## src/rtl/bram_fifo_pkg.sv

```systemverilog
// Shared definitions for the BRAM-backed stream FIFO controller.
//   OBUF_DEPTH  : entries in the output (read-latency hiding) buffer
//   gnt_t       : which operation owns the single BRAM port this cycle
//   count_width : width of the total-occupancy counter (holds 0..DEPTH+2)
package bram_fifo_pkg;

  localparam int unsigned OBUF_DEPTH = 2;

  typedef enum logic [1:0] {
    GNT_IDLE,
    GNT_WR,
    GNT_RD
  } gnt_t;

  function automatic int unsigned count_width(input int unsigned addr_width);
    return addr_width + 2;
  endfunction

endpackage

```

## src/rtl/bram_fifo_obuf.sv

```systemverilog
// Two-entry output FIFO that holds words already read out of the BRAM.
//   clk, rst_n : clock, asynchronous active-low reset
//   push, din  : capture a word (caller guarantees room)
//   pop        : remove the head word (ignored when empty)
//   dout       : head word; keeps its last value once the buffer empties
//   valid      : buffer holds at least one word
//   count      : number of words held (0..2)
module bram_fifo_obuf import bram_fifo_pkg::*; #(
  parameter int unsigned DATA_WIDTH = 32
) (
  input  logic                  clk,
  input  logic                  rst_n,
  input  logic                  push,
  input  logic [DATA_WIDTH-1:0] din,
  input  logic                  pop,
  output logic [DATA_WIDTH-1:0] dout,
  output logic                  valid,
  output logic [1:0]            count
);

  localparam logic [1:0] FULL = 2'(OBUF_DEPTH);

  logic [DATA_WIDTH-1:0] head;
  logic [DATA_WIDTH-1:0] tail;
  logic                  pop_ok;

  always_comb begin
    valid  = (count != 2'd0);
    pop_ok = pop && valid;
    dout   = head;
  end

  // head only shifts when a second word is actually behind it, so the
  // output stays stable after the last word leaves.
  always_ff @(posedge clk or negedge rst_n) begin
    if (!rst_n) begin
      head  <= '0;
      tail  <= '0;
      count <= '0;
    end else begin
      unique case ({push, pop_ok})
        2'b10: begin
          if (count == 2'd0) begin
            head <= din;
          end else begin
            tail <= din;
          end
          count <= count + 2'd1;
        end
        2'b01: begin
          if (count == FULL) begin
            head <= tail;
          end
          count <= count - 2'd1;
        end
        2'b11: begin
          if (count == FULL) begin
            head <= tail;
            tail <= din;
          end else begin
            head <= din;
          end
        end
        default: ;
      endcase
    end
  end

  a_no_overflow: assert property (@(posedge clk) disable iff (!rst_n)
    !(push && !pop_ok && (count == FULL)));

  a_count_range: assert property (@(posedge clk) disable iff (!rst_n)
    (count <= FULL));

endmodule

```

## src/rtl/bram_fifo_ctrl.sv

```systemverilog
// Stream FIFO controller in front of a single-port, 1-cycle-latency BRAM.
// Writes and prefetch reads share the one BRAM port; a 2-entry output
// buffer hides the read latency so the read side can sustain 1 word/cycle.
//   clk, rst_n        : clock, asynchronous active-low reset
//   s_valid/s_ready/s_data : write stream
//   m_valid/m_ready/m_data : read stream
//   count             : words held (BRAM + read in flight + output buffer)
//   bram_we/addr/din  : BRAM port drive
//   bram_dout         : BRAM read data, valid the cycle after the read
module bram_fifo_ctrl import bram_fifo_pkg::*; #(
  parameter int unsigned DATA_WIDTH = 32,
  parameter int unsigned ADDR_WIDTH = 10
) (
  input  logic                                 clk,
  input  logic                                 rst_n,
  input  logic                                 s_valid,
  output logic                                 s_ready,
  input  logic [DATA_WIDTH-1:0]                s_data,
  output logic                                 m_valid,
  input  logic                                 m_ready,
  output logic [DATA_WIDTH-1:0]                m_data,
  output logic [count_width(ADDR_WIDTH)-1:0]   count,
  output logic                                 bram_we,
  output logic [ADDR_WIDTH-1:0]                bram_addr,
  output logic [DATA_WIDTH-1:0]                bram_din,
  input  logic [DATA_WIDTH-1:0]                bram_dout
);

  localparam int unsigned         CW    = count_width(ADDR_WIDTH);
  localparam logic [ADDR_WIDTH:0] DEPTH = {1'b1, {ADDR_WIDTH{1'b0}}};

  logic [ADDR_WIDTH-1:0] wr_ptr;
  logic [ADDR_WIDTH-1:0] rd_ptr;
  logic [ADDR_WIDTH:0]   mem_count;
  logic                  rd_pend;
  logic [1:0]            obuf_count;

  logic                  pop;
  logic [1:0]            inflight;
  logic                  rd_elig;
  logic                  starve;
  gnt_t                  gnt;

  // Words already committed to the output side (buffered or in flight);
  // at most 3, and pop implies at least one is buffered, so no underflow.
  always_comb begin
    pop      = m_valid && m_ready;
    inflight = obuf_count + {1'b0, rd_pend};
    rd_elig  = (mem_count != '0) && ((inflight - {1'b0, pop}) < 2'd2);
    // An empty output side with data in the BRAM lets the read beat the
    // writer for one cycle so the consumer is never starved.
    starve   = rd_elig && (inflight == 2'd0);
    s_ready  = (mem_count < DEPTH) && !starve;

    gnt = GNT_IDLE;
    if (s_valid && s_ready) begin
      gnt = GNT_WR;
    end else if (rd_elig) begin
      gnt = GNT_RD;
    end

    bram_we   = (gnt == GNT_WR);
    bram_addr = (gnt == GNT_WR) ? wr_ptr : rd_ptr;
    bram_din  = s_data;

    count = CW'(mem_count) + CW'(rd_pend) + CW'(obuf_count);
  end

  always_ff @(posedge clk or negedge rst_n) begin
    if (!rst_n) begin
      wr_ptr    <= '0;
      rd_ptr    <= '0;
      mem_count <= '0;
      rd_pend   <= 1'b0;
    end else begin
      unique case (gnt)
        GNT_WR: begin
          wr_ptr    <= wr_ptr + 1'b1;
          mem_count <= mem_count + 1'b1;
        end
        GNT_RD: begin
          rd_ptr    <= rd_ptr + 1'b1;
          mem_count <= mem_count - 1'b1;
        end
        default: ;
      endcase
      rd_pend <= (gnt == GNT_RD);
    end
  end

  // The BRAM word read last cycle is captured whenever a read is pending.
  bram_fifo_obuf #(
    .DATA_WIDTH(DATA_WIDTH)
  ) u_obuf (
    .clk   (clk),
    .rst_n (rst_n),
    .push  (rd_pend),
    .din   (bram_dout),
    .pop   (pop),
    .dout  (m_data),
    .valid (m_valid),
    .count (obuf_count)
  );

endmodule

```

## config.mk

```make
export PLATFORM = sky130hd
export DESIGN_NAME = bram_fifo_ctrl
export DESIGN_NICKNAME = d
export VERILOG_FILES = /design/src/rtl/bram_fifo_pkg.sv /design/src/rtl/bram_fifo_obuf.sv /design/src/rtl/bram_fifo_ctrl.sv
export SDC_FILE = /design/constraint.sdc
export NUM_CORES = 1
export LEC_CHECK = 0
export CORE_MARGIN = 3
export CORE_UTILIZATION = 40
export DETAILED_ROUTE_END_ITERATION = 12
export HOLD_SLACK_MARGIN = 0.05
export PLACE_DENSITY = 0.8
export SLEW_MARGIN = 20
export SYNTH_ARGS = -nofsm -noshare
export SYNTH_HDL_FRONTEND = slang
export SYNTH_SLANG_ARGS = --single-unit
```

## constraint.sdc

```tcl
create_clock -name clk -period 8.75 [get_ports clk]
set_input_delay 2.625 -clock clk [delete_from_list [all_inputs] [get_ports clk]]
set_output_delay 2.625 -clock clk [all_outputs]
set_load 0.01 [all_outputs]
```

==> summary.txt, run 1 <==
Timing
  • Setup-failing EPs final: 0
  • Final hold vios: 0
  • Tmin final: 7.66 ns
  • Setup Total Neg Slack: 0 ns
  • Worst slew margin: 38.8%
  • Max Fclk: 131 MHz
  • Clock Skew: 0.00681 ns
  • Slew Limit Fails: 0
  • RSZ-0062 raised after global routing: false
  • Final Cycle Share: 87.5%
  • Worst-margin pin slew: 0.918 ns

Clock tree
  • Max Buffers Root-to-Sink: 2
  • H-tree depth: 3
  • CTS Root Cell: clkbuf_16
  • Hold Buf Count CTS: 0
  • Num CTS Buffers: 9
  • PostCTS Resize Cnt: 0
  • Clock-pin slew on the worst setup and hold paths: 0.06 ns
  • TritonCTS clock tree: yes
  • Clock Latency Late Sink: 0.34 ns
  • Post CTS Setup Buffer Count: 0
  • Sink Count: 98

Logic synthesis
  • Xor and xnor fraction of the mapped netlist area: 6.69%
  • Number of synthesized flops with an enable pin: 0
  • Area share of the largest cell type after synthesis: 47.0%
  • Synth cell types: 51
  • Synth Flop Type: dfrtp_1
  • Mux share of post-synthesis cell area: 10.5%
  • Register area share after synthesis: 47.0%
  • Synth Area in Adders: 5.23%
  • Compound-Gate Fraction of Synth Area: 13.1%
  • Synth Warn #: 0
  • FF+latch count, synth: 98
  • Post-synthesis cell area: 5220 um2
  • Post-synth net total: 569
  • Largest family of logic cells by synthesized area: compound AO/OA/AOI/OAI gates
  • Synthesized instance count: 481
  • Syn_area_per_cell: 10.8 um2
  • Async SR Flop Fraction: 100%
  • Simple-gate share of the synthesized area: 10.3%
  • Area contributors post-synth: dfrtp_1 47%, mux2_2 10%, buf_4 4.7%, a22oi_1 4.6%, a21oi_1 4.3%
  • Cell taking the most area after synthesis: dfrtp_1

Final layout
  • Area of the multi-input gates: 2400 um2
  • Register area: 2450 um2
  • Design Area, Final: 6400 um2
  • Synth-to-layout area growth: 22.6%
  • Ratio of cells with drive above 1 in the final layout: 15.5%
  • Fillers: 1143
  • Final net count: 624
  • N_diodes: 0

Routing
  • WL per Instance: 15.7 um
  • Via density: 5.26
  • DRT Wirelength: 11200 um
  • Starting DRT DRC Count: 344
  • Detail Route Antenna Nets: 0
  • DRC: 0
  • First-pass DRT Iterations: 4
  • Via count: 3751

Placed design
  • Port bufs: 92
  • Routability cong.: 0.812
  • Post-DP HPWL: 7700 um
  • Post-DP Area: 6050 um2

Critical path
  • Crit path kind: in -> out
  • CP max FO: 18
  • Signal arrival time at the worst endpoint: 5.03 ns
  • Worst EP required: 6.12 ns
  • Crit end category: primary output
  • Worst setup SP type: primary input

Floorplanning
  • Cell row count: 41
  • Initial core utilization: 41.2%
  • Core footprint: 12700 um2
  • Ports: 157
  • Die width: 120 um
  • Die Y-Extent: 120 um
  • Die area: 14500 um2

Global routing
  • Global-route wire length before repair: 18700 um
  • Number of global-route vias before repair: 3806
  • Largest net degree at the start of global routing: 65
  • Gr usage total: 16.0%
  • Grt total ovfl: 0
  • Initial antenna violation count: 0

Power and ir drop
  • Peak supply drop: 0.000364 V
  • Pwr dens: 509 nW/um2
  • Static Leakage: 2.72 nW

Run status
  • Status: completed

Hold path
  • HP Class: reg -> reg

Run
  • Max cap viols: 0
-- final timing paths --
kind,from,to,slack (ns),cells after the start
worst max-delay path,m_ready,bram_addr[8],1.09,6
worst min-delay path,wr_ptr[9],wr_ptr[9],0.47,1
worst max register to register,u_obuf.count[0],mem_count[9],4.62,12
worst min register to register,wr_ptr[9],wr_ptr[9],0.47,1
max in group asynchronous,rst_n,u_obuf.tail[11],5.37,2
min in group asynchronous,rst_n,mem_count[6],2.27,1
-- state kept, by name, indices dropped and copies added, names as in the netlist --
register and count:
u_obuf.tail 32, rd_ptr 10, u_obuf.dout 32, u_obuf.count 2, mem_count 11, rd_pend 1
wr_ptr 10
-- synth_stat cells, types with 8 or more instances --
cell	n
buf_4	33
a22oi_1	32
nor2_1	49
a21oi_1	45
xor2_1	14
buf_2	12
nand2_1	21
and3_1	8
dfrtp_1	98
inv_1	9
mux2_2	47
ha_1	17
xnor2_1	24
-- cells by family after synthesis --
| group | count (synthesis) |
|---|---|
| adder cells (fa/ha/maj) | 20 |
| AO/OA/AOI/OAI | 103 |
| buffers and inverters | 61 |
| flip-flops | 98 |
| multiplexers | 49 |
| XOR/XNOR | 39 |
| AND/OR/NAND/NOR | 111 |
-- routing by layer --
layer / track usage, % / routed length (um) / vias up
met5: 0 / 0 / -
met4: 6.73 / 249 / 0
met3: 3.41 / 568 / 22
met2: 26.1 / 5410 / 89
met1: 20.6 / 4940 / 1859
li1: - / - / 1781
-- cells in the final DEF, fill, tap and decap left out, drive strengths merged, types with 4 or more instances in the layout --
cell type / synthesis / layout
nor2: 51 / 51
ha: 17 / 17
inv: 9 / 10
dfrtp: 98 / 98
clkdlybuf4s50: 0 / 91
clkbuf: 6 / 13
o21ai: 7 / 7
xnor2: 25 / 25
a21oi: 46 / 46
nand4: 8 / 8
mux2: 47 / 47
and3: 9 / 9
buf: 46 / 5
nand2: 21 / 21
a22oi: 32 / 32
nand3: 4 / 4
xor2: 14 / 14
-- layout make-up --
cell class | instances | share of cell area [%]
flip-flops and latches | 98 | 38.3
clock buffers | 13 | 4.38
well taps | 172 | 3.36
repair buffers | 96 | 15.1
clock inverters | 3 | 0.684
multi-input cells | 322 | 37.6
inverters | 9 | 0.528
-- per-stage QoR --
| step | util (%) | total power (W) | cells | hold WS (ns) | setup WS [ns] |
|---|---|---|---|---|---|
| global route | 50.5 | 0.00354 | 713 | 0.485 | 0.945 |
| floorplan | - | 0.00223 | 481 | 0.436 | 2.34 |
| detailed placement | 47.7 | 0.00284 | 696 | 0.466 | 1.11 |
| CTS | 50.3 | 0.00327 | 712 | 0.475 | 1.09 |
| finish | 50.5 | 0.00326 | 713 | 0.470 | 1.09 |
| global placement | 47.7 | 0.00275 | 696 | 0.456 | 1.14 |
-- where the power goes --
group	switching [W]	internal (W)	leakage, nW
clock network	0.000165	0.000253	0.162
registers	0.000180	0.000691	1.15
logic	0.000977	0.000993	1.40
-- critical path: stages --
cell	delay [ns]
clkdlybuf4s50_1	0.56
a211o_1	0.15
a21oi_1	0.09
a21boi_2	0.69
mux2_2	0.42
clkdlybuf4s50_1	0.49
No activity file was read; power rests on OpenSTA's default activity.
==> run 2, diff against run 1 <==
- CTS_CLUSTER_SIZE: unset -> 10
==> results of run 2 <==
Same layout as run 1: the final DEF is identical, and so are final timing and power.
